`src/rtl/sync_fifo_ctrl.sv`:
```
// sync_fifo_ctrl: single-clock FIFO with storage, pointers, occupancy,
// almost-full/almost-empty status, sticky errors, flush and show-ahead/registered read.
//
// Parameters:
//   DATASIZE    word width
//   ADDRSIZE    address bits, DEPTH = 2**ADDRSIZE
//   FALLTHROUGH "TRUE" show-ahead read, "FALSE" registered read
//   AF_LEVEL    almost_full when count >= AF_LEVEL (1..DEPTH)
//   AE_LEVEL    almost_empty when count <= AE_LEVEL (0..DEPTH-1)
//
// Ports:
//   clk, rst_n         clock, async active-low reset
//   flush              sync clear of pointers/count (wins over wr_en/rd_en)
//   wr_en, wdata       write request and data
//   rd_en, rdata       pop request and read data
//   full, empty        count == DEPTH / count == 0
//   almost_full/empty  threshold decodes of count
//   count              occupancy 0..DEPTH
//   overflow/underflow sticky error flags, cleared by clr_err
//   hwm                high-water mark (only with SYNC_FIFO_HWM_EN)
//
// Optional feature macro: SYNC_FIFO_HWM_EN

module sync_fifo_ctrl #(
  parameter int    DATASIZE    = 8,
  parameter int    ADDRSIZE    = 4,
  parameter string FALLTHROUGH = "TRUE",
  parameter int    AF_LEVEL    = (2**ADDRSIZE) - 2,
  parameter int    AE_LEVEL    = 2
) (
  input  logic                clk,
  input  logic                rst_n,
  input  logic                flush,
  input  logic                wr_en,
  input  logic [DATASIZE-1:0] wdata,
  input  logic                rd_en,
  output logic [DATASIZE-1:0] rdata,
  output logic                full,
  output logic                empty,
  output logic                almost_full,
  output logic                almost_empty,
  output logic [ADDRSIZE:0]   count,
  output logic                overflow,
  output logic                underflow,
`ifdef SYNC_FIFO_HWM_EN
  output logic [ADDRSIZE:0]   hwm,
`endif
  input  logic                clr_err
);

  localparam int DEPTH = 2**ADDRSIZE;
  localparam int CW    = ADDRSIZE + 1;

  localparam logic [ADDRSIZE:0] DEPTH_C = CW'(DEPTH);
  localparam logic [ADDRSIZE:0] AF_C    = CW'(AF_LEVEL);
  localparam logic [ADDRSIZE:0] AE_C    = CW'(AE_LEVEL);

  generate
    if (AF_LEVEL < 1 || AF_LEVEL > DEPTH) begin : g_bad_af
      $error("sync_fifo_ctrl: AF_LEVEL out of range 1..DEPTH");
    end
    if (AE_LEVEL < 0 || AE_LEVEL > DEPTH - 1) begin : g_bad_ae
      $error("sync_fifo_ctrl: AE_LEVEL out of range 0..DEPTH-1");
    end
    if (FALLTHROUGH != "TRUE" && FALLTHROUGH != "FALSE") begin : g_bad_ft
      $error("sync_fifo_ctrl: FALLTHROUGH must be TRUE or FALSE");
    end
  endgenerate

  logic [DATASIZE-1:0] mem [DEPTH];

  logic [ADDRSIZE:0]   wptr;
  logic [ADDRSIZE:0]   rptr;
  logic [ADDRSIZE:0]   count_q;
  logic [ADDRSIZE:0]   count_d;
  logic [ADDRSIZE-1:0] waddr;
  logic [ADDRSIZE-1:0] raddr;
  logic                wa;
  logic                ra;
  logic                ovf_set;
  logic                udf_set;
  logic                unused_ptr_msb;

  assign waddr = wptr[ADDRSIZE-1:0];
  assign raddr = rptr[ADDRSIZE-1:0];

  // Pointer MSBs only carry lap information; occupancy comes from count_q.
  assign unused_ptr_msb = wptr[ADDRSIZE] ^ rptr[ADDRSIZE];

  assign full         = (count_q == DEPTH_C);
  assign empty        = (count_q == '0);
  assign almost_full  = (count_q >= AF_C);
  assign almost_empty = (count_q <= AE_C);
  assign count        = count_q;

  // A full FIFO still takes a write when a read frees the head slot in
  // the same cycle; an empty FIFO never bypasses write data to a read.
  assign ra = rd_en && !empty && !flush;
  assign wa = wr_en && (!full || (rd_en && !empty)) && !flush;

  assign ovf_set = wr_en && !flush && full && !rd_en;
  assign udf_set = rd_en && !flush && empty;

  always_comb begin
    count_d = count_q;
    if (flush) begin
      count_d = '0;
    end else begin
      unique case ({wa, ra})
        2'b10:   count_d = count_q + 1'b1;
        2'b01:   count_d = count_q - 1'b1;
        default: count_d = count_q;
      endcase
    end
  end

  always_ff @(posedge clk) begin
    if (wa) begin
      mem[waddr] <= wdata;
    end
  end

  always_ff @(posedge clk or negedge rst_n) begin
    if (!rst_n) begin
      wptr    <= '0;
      rptr    <= '0;
      count_q <= '0;
    end else begin
      count_q <= count_d;
      if (flush) begin
        wptr <= '0;
        rptr <= '0;
      end else begin
        if (wa) begin
          wptr <= wptr + 1'b1;
        end
        if (ra) begin
          rptr <= rptr + 1'b1;
        end
      end
    end
  end

  // A new error in the same cycle as clr_err must remain visible.
  always_ff @(posedge clk or negedge rst_n) begin
    if (!rst_n) begin
      overflow  <= 1'b0;
      underflow <= 1'b0;
    end else begin
      if (ovf_set) begin
        overflow <= 1'b1;
      end else if (clr_err) begin
        overflow <= 1'b0;
      end
      if (udf_set) begin
        underflow <= 1'b1;
      end else if (clr_err) begin
        underflow <= 1'b0;
      end
    end
  end

  generate
    if (FALLTHROUGH == "TRUE") begin : g_show_ahead
      assign rdata = mem[raddr];
    end else begin : g_reg_read
      logic [DATASIZE-1:0] rdata_q;

      always_ff @(posedge clk or negedge rst_n) begin
        if (!rst_n) begin
          rdata_q <= '0;
        end else if (ra) begin
          rdata_q <= mem[raddr];
        end
      end

      assign rdata = rdata_q;
    end
  endgenerate

`ifdef SYNC_FIFO_HWM_EN
  logic [ADDRSIZE:0] hwm_q;

  always_ff @(posedge clk or negedge rst_n) begin
    if (!rst_n) begin
      hwm_q <= '0;
    end else if (clr_err) begin
      hwm_q <= count_q;
    end else if (count_q > hwm_q) begin
      hwm_q <= count_q;
    end
  end

  assign hwm = hwm_q;
`endif

endmodule
```
`config.mk`:
```
export PLATFORM = sky130hd
export DESIGN_NAME = sync_fifo_ctrl
export DESIGN_NICKNAME = d
export VERILOG_FILES = /design/src/rtl/sync_fifo_ctrl.sv
export SDC_FILE = /design/constraint.sdc
export NUM_CORES = 1
export LEC_CHECK = 0
export CAP_MARGIN = 15
export CORE_MARGIN = 8
export CORE_UTILIZATION = 59
export CTS_CLUSTER_DIAMETER = 100
export DETAILED_ROUTE_END_ITERATION = 10
export GPL_TIMING_DRIVEN = 0
export PLACE_DENSITY = 0.79
export SYNTH_ARGS = -nofsm -noshare
export SYNTH_HDL_FRONTEND = slang
export SYNTH_SLANG_ARGS = --single-unit
```
`constraint.sdc`:
```
create_clock -name clk -period 3.2 [get_ports clk]
set_clock_uncertainty 0.05 [all_clocks]
set_input_delay 0.64 -clock clk [delete_from_list [all_inputs] [get_ports clk]]
set_output_delay 0.64 -clock clk [all_outputs]
set_load 0.01 [all_outputs]
```
# Word-level counts from Yosys, hierarchy flattened
# Memories as Yosys holds them, arrays and structs flattened.
# Index checks and enable logic that the tools add are counted.
totals:
  register_bits: 17
  ramBits: 128
  output_inout_bits: 19
  elab_cells: 46
  memories: 1
mem_list:
  columns: ["name", "depth", "word_bits", "read_ports", "rd_ports_with_merged_regs", "write_ports", "line_no", "text"]
  rows:
  - ["mem", 16, 8, 1, 0, 1, "70", "logic [DATASIZE-1:0] mem [DEPTH];"]
op_classes:
  n_addsub: 4
  n_lt_le_gt_ge: 2
  n_eq_ne: 3
  n_mux: 11
  n_reduce_logical: 20
ops:
  columns: ["operator", "count"]
  rows:
  - ["5-bit 2-to-1 mux", 5]
  - ["5-bit by 1-bit adder with 5-bit output (second input constant)", 3]
  - ["5-bit case mux with 2 select lines", 1]
  - ["1-bit logical AND", 9]
  - ["2-bit nonzero test", 4]
  - ["5-bit == test (second input constant)", 1]
  - ["5-bit by 4-bit greater-or-equal comparator with 1-bit output (second input constant)", 1]
  - ["5-bit by 2-bit less-or-equal comparator with 1-bit output (second input constant)", 1]
  - ["5-bit zero test", 1]
  - ["1-bit 2-to-1 mux", 5]
  - ["5-bit by 1-bit subtractor with 5-bit output (second input constant)", 1]
  - ["1-bit zero test", 4]
  - ["3-bit nonzero test", 1]
  - ["2-bit by 1-bit == test with 1-bit output (second input constant)", 1]
  - ["2-bit == test (second input constant)", 1]
  - ["1-bit logical OR", 1]

# Longest topological paths before layout
depth:
  ltp_word: 9
  mapped_depth: 10
  ltp_nobuf: 8

# Least setup slack after synthesis
# No wires, ideal clock.
synth_timing:
  path_kind: "register to output"
  from: "register rptr[0]"
  to: "output rdata[0]"
  arrival_time_ns: 1.992
  required_ns: 2.510
  path_slack_ns: 0.518
  path_stages_with_launch: 5
  path_buffers: 2
  path_cell_list: "dfrtp_1 clkbuf_1 buf_2 mux4_2 mux4_2"
synth_via:
  elab_chain_cells: 1
synth_rtl:
  columns: ["element", "line_no", "text"]
  rows:
  - ["start, declared", "73", "logic [ADDRSIZE:0] rptr;"]
  - ["start signal, assigned", "138", "rptr <= rptr + 1'b1;"]
  - ["memory 16 x 8 bit", null, null]
  - ["end, declared", "37", "output logic [DATASIZE-1:0] rdata,"]
# No other way between the ends.

# Worst setup path in the final report
layout_timing:
  from: "register rptr[0]"
  to: "output rdata[3]"
# The elaborated chain is that of the path after synthesis.

==> flow_results.org <==
** Yosys
- The share of synthesized area in the top cell type comes to 0.646.
- Main flop type after synthesis :: edfxtp_1
- Largest family of logic cells by synthesized area :: multiplexers
- Of the total synthesized cell area, the portion taken by AND, OR, NAND and NOR gates is 0.0494.
- Post-Syn Instances :: between 300 and 400
- Post-synthesis share of cell area spent on full adders, half adders and majority gates :: 0.0147
- Register area share after synthesis :: 0.709
- Of the post-synthesis cell area, the part taken by muxes is 0.159.
- Counting flops with a built-in enable in the synthesized netlist gives approximately 130.
- Ranking of synthesized cells by area :: edfxtp_1, mux4_2, dfrtp_1, nor2_1, ha_1
- The number of nets in the synthesized netlist is about 340.
- The area fraction in compound gates after synthesis is 0.0385.
- The synthesized netlist occupies a cell area of approximately 0.0060 sq mm.
- The netlist uses 44 different library cells.
- Of the total synthesized cell area, the portion taken by XOR and XNOR cells is 0.0103.
- Total of flip-flops plus latches after synthesis :: roughly 140
- During synthesis, Yosys emitted a total of 0 warnings.
- Post-Synthesis Mean Instance Area :: 18.8 sq um
- For this run, asynchronously set or reset flops after synthesis account for 0.105.
- Cell type with the largest total area after synthesis :: edfxtp_1

** Min path
- The worst hold path terminates at underflow.
- Number of cells traversed by the worst hold path :: 2
- The startpoint identified for the worst hold timing path is underflow.
- Hold Crit Class :: reg2reg

** Job
- Max-cap violations in this run came to 0.

** Finish
- Number of antenna cells inserted :: 0
- Number of nets in the finished design :: ~400
- Proportion of layout cells with a drive suffix above 1 :: 0.277
- Final instance count without filler cells :: roughly 530
- Relative to the synthesized area, the layout overhead comes to 20.2%.
- The library cell used most frequently in the layout, excluding fill and tap cells, is edfxtp_1.
- In the layout the commonest cells are edfxtp_1, mux4_2, nor2_1, clkdlybuf4s50_1, clkbuf_16.

** STA
- Setup repair after global routing missed its margin :: true
- Slew of the pin with the lowest slew margin :: between 0.9 and 1 ns
- The worst pin sits at a relative slew slack of 0.351.
- Timing would allow up to 313 MHz.
- Counting I/O delays and the setup requirement, the final critical path takes 3.20 ns.
- Fraction of the cycle the final worst path needs :: 0.998
- Number of endpoints failing setup at the final stage :: 0
- Number of hold violations in the final report :: 0
- Number of pins with negative max-slew slack in the final report :: 0
- On the final layout, the worst hold slack is between 0.4 and 0.5 ns.

** Setup path
- Capture point of the worst reg-to-reg path :: count[2]
- Kind of start point of the critical path :: flop
- Required @ worst endpoint :: 2.51 ns
- Along the worst path, the maximum fanout reaches 5.
- Internal reg-to-reg setup slack :: around 0.55 ns
- Crit path kind :: reg2out
- Start of the worst register-to-register path :: count[2]
- The worst register-to-register path has a depth of 9.
- Endpoint class of the critical path :: primary output
- Data on the critical path arrives at its endpoint at around 2.5 ns.

** Detailed routing
- After detailed routing, the number of remaining DRC violations is 0.
- For this block, the initial DRC count from the detailed router was between 400 and 500.
- Detailed routing inserted a total of ~3300 vias.
- Detailed Routing Iterations Pass 1 :: 6
- Once detail routing completed, the nets flagged for antenna violations numbered 0.
- Summed over all layers, the routed wires come to 12.6 mm.
- Using the TritonRoute via totals, the vias-per-cell ratio works out to 6.21.
- Dividing the detail-routed wire length by the instance count gives 24.0 microns.

** Place
- In this run the tool buffered the top-level ports with 32 buffer cells.
- After legalization and detailed placement, the total HPWL measured 7.66 mm.
- At the end of routability-driven placement, the weighted congestion stood at ~0.93.
- Dpl cells :: between 400 and 500

** Global route
- Remaining Overflow, GRT :: 0
- The initial antenna violation count was 0.
- Entering global routing, the biggest net connects 17 pins.
- First-pass GRT wire length :: ~19 mm
- The number of global-route vias before repair was 3263.
- In the global route stage, overall resource usage came out at 0.202.

** Power and ir drop
- The analysis attributes to cell leakage a power of roughly 2.4 nW.
- Power spread over the standard cell area amounts to between 700 and 800 mW/mm^2.
- IR analysis of the VDD net gives a maximum drop of between 0.0003 and 0.0004 V.

** Floorplanning
- The die covers between 0.01 and 0.015 sq mm.
- The initialized floorplan defines 36 standard-cell rows.
- Horizontal extent of the die :: ~120 microns
- For this configuration, the core starts out at a cell density of 0.609.
- Number of primary I/O pins :: 33
- From bottom edge to top edge, the die measures ~120 microns.
- After floorplanning, the core was sized to cover between 0.009 and 0.01 sq mm.

** Run status
- Result of the run :: complete, no violations

** Clocking
- Total number of H-tree levels :: 4
- Counting the buffers created by CTS gives 17.
- Cell at the root of the clock tree :: clkbuf_8
- At the later pin of the worst-skew pair, clock insertion delay measures 0.52 ns.
- The clock drives 143 sinks.
- TritonCTS built the clock tree.
- Max Buffers Root-to-Sink :: 2
- Post-CTS clock slew at the launch and capture registers of the worst setup and hold paths :: roughly 0.060 ns
==> cell families (layout without fill, tap and decap cells) <==
group	count (synthesis)	after routing
XOR/XNOR	7	7
AO/OA/AOI/OAI	30	30
AND/OR/NAND/NOR	60	60
buffers and inverters	26	102
flip-flops	143	143
adder cells (fa/ha/maj)	7	7
multiplexers	44	44
==> metal layers <==
metal | global-route usage | share of wire | up-vias
met5 | 0 | 0 | -
met4 | 0.0778 | 0.011 | 0
met3 | 0.0558 | 0.079 | 20
met2 | 0.327 | 0.51 | 157
met1 | 0.256 | 0.40 | 1675
li1 | - | - | 1416
==> power breakdown <==
part / internal (mW) / switching, mW / total, mW
sequential: 2.08 / 0.0552 / 2.14
combinational: 0.619 / 0.525 / 1.14
clock: 1.04 / 0.775 / 1.81
total: 3.74 / 1.35 / 5.09
==> area by class of cell <==
cell class,instances,area [sq um]
repair buffers,47,450
inverters,7,26.3
fillers,595,2620
multi-input cells,148,1620
plain buffers,16,120
clock inverters,15,138
well taps,133,166
flip-flops and latches,143,4220
clock buffers,17,414
==> Yosys cell counts, drive strengths merged, types with 5 or more instances <==
| cell type | n |
|---|---|
| clkbuf | 11 |
| dfrtp | 15 |
| nand2 | 10 |
| mux4 | 40 |
| edfxtp | 128 |
| buf | 8 |
| inv | 7 |
| nor2 | 27 |
| ha | 7 |
| nor2b | 5 |
| nand3 | 5 |
==> worst max-delay path by stage <==
stage	from	to	depth (start not counted)
finish	rptr[0]	rdata[3]	6
global route	rptr[0]	rdata[3]	6
CTS	rptr[0]	rdata[3]	6
detailed placement	rd_en	count[4]	10
global placement	rd_en	count[4]	10
floorplan	rptr[0]	rdata[0]	4
==> through the flow <==
step | area [sq um] | TNS (ns) | total power, mW | worst slack [ns] | utilization
2_1_floorplan | 5950 | 0 | 2.80 | 0.518 | -
3_3_place_gp | 6440 | -2.11 | 3.14 | -0.231 | 0.659
3_5_place_dp | 6440 | -2.24 | 3.16 | -0.305 | 0.659
4_1_cts | 7110 | -0.0222 | 5.08 | -0.0222 | 0.728
5_1_grt | 7160 | -0.147 | 5.28 | -0.0504 | 0.732
6_report | 7160 | 0 | 5.09 | 0.00485 | 0.732
==> flip-flops by register name (all words and copies together), names as in the netlist <==
register,cells
underflow,1
wptr,4
count,5
overflow,1
rptr,4
mem,128
==> repair_timing <==
| action | CTS | global route |
|---|---|---|
| gates cloned | 0 | 0 |
| setup endpoints to repair | 8 | 10 |
| setup buffers | 12 | 3 |
| resized for setup | 54 | 9 |
| hold buffers | 0 | 0 |
==> worst max-delay path, cell delays in order, from the launching register on <==
cell	delay, ns
dfrtp_2	0.49
buf_12	0.15
buf_6	0.09
buf_6	0.11
mux4_2	0.52
mux4_2	0.48
buf_6	0.14
Note: power is estimated with default switching activity, not from simulation.
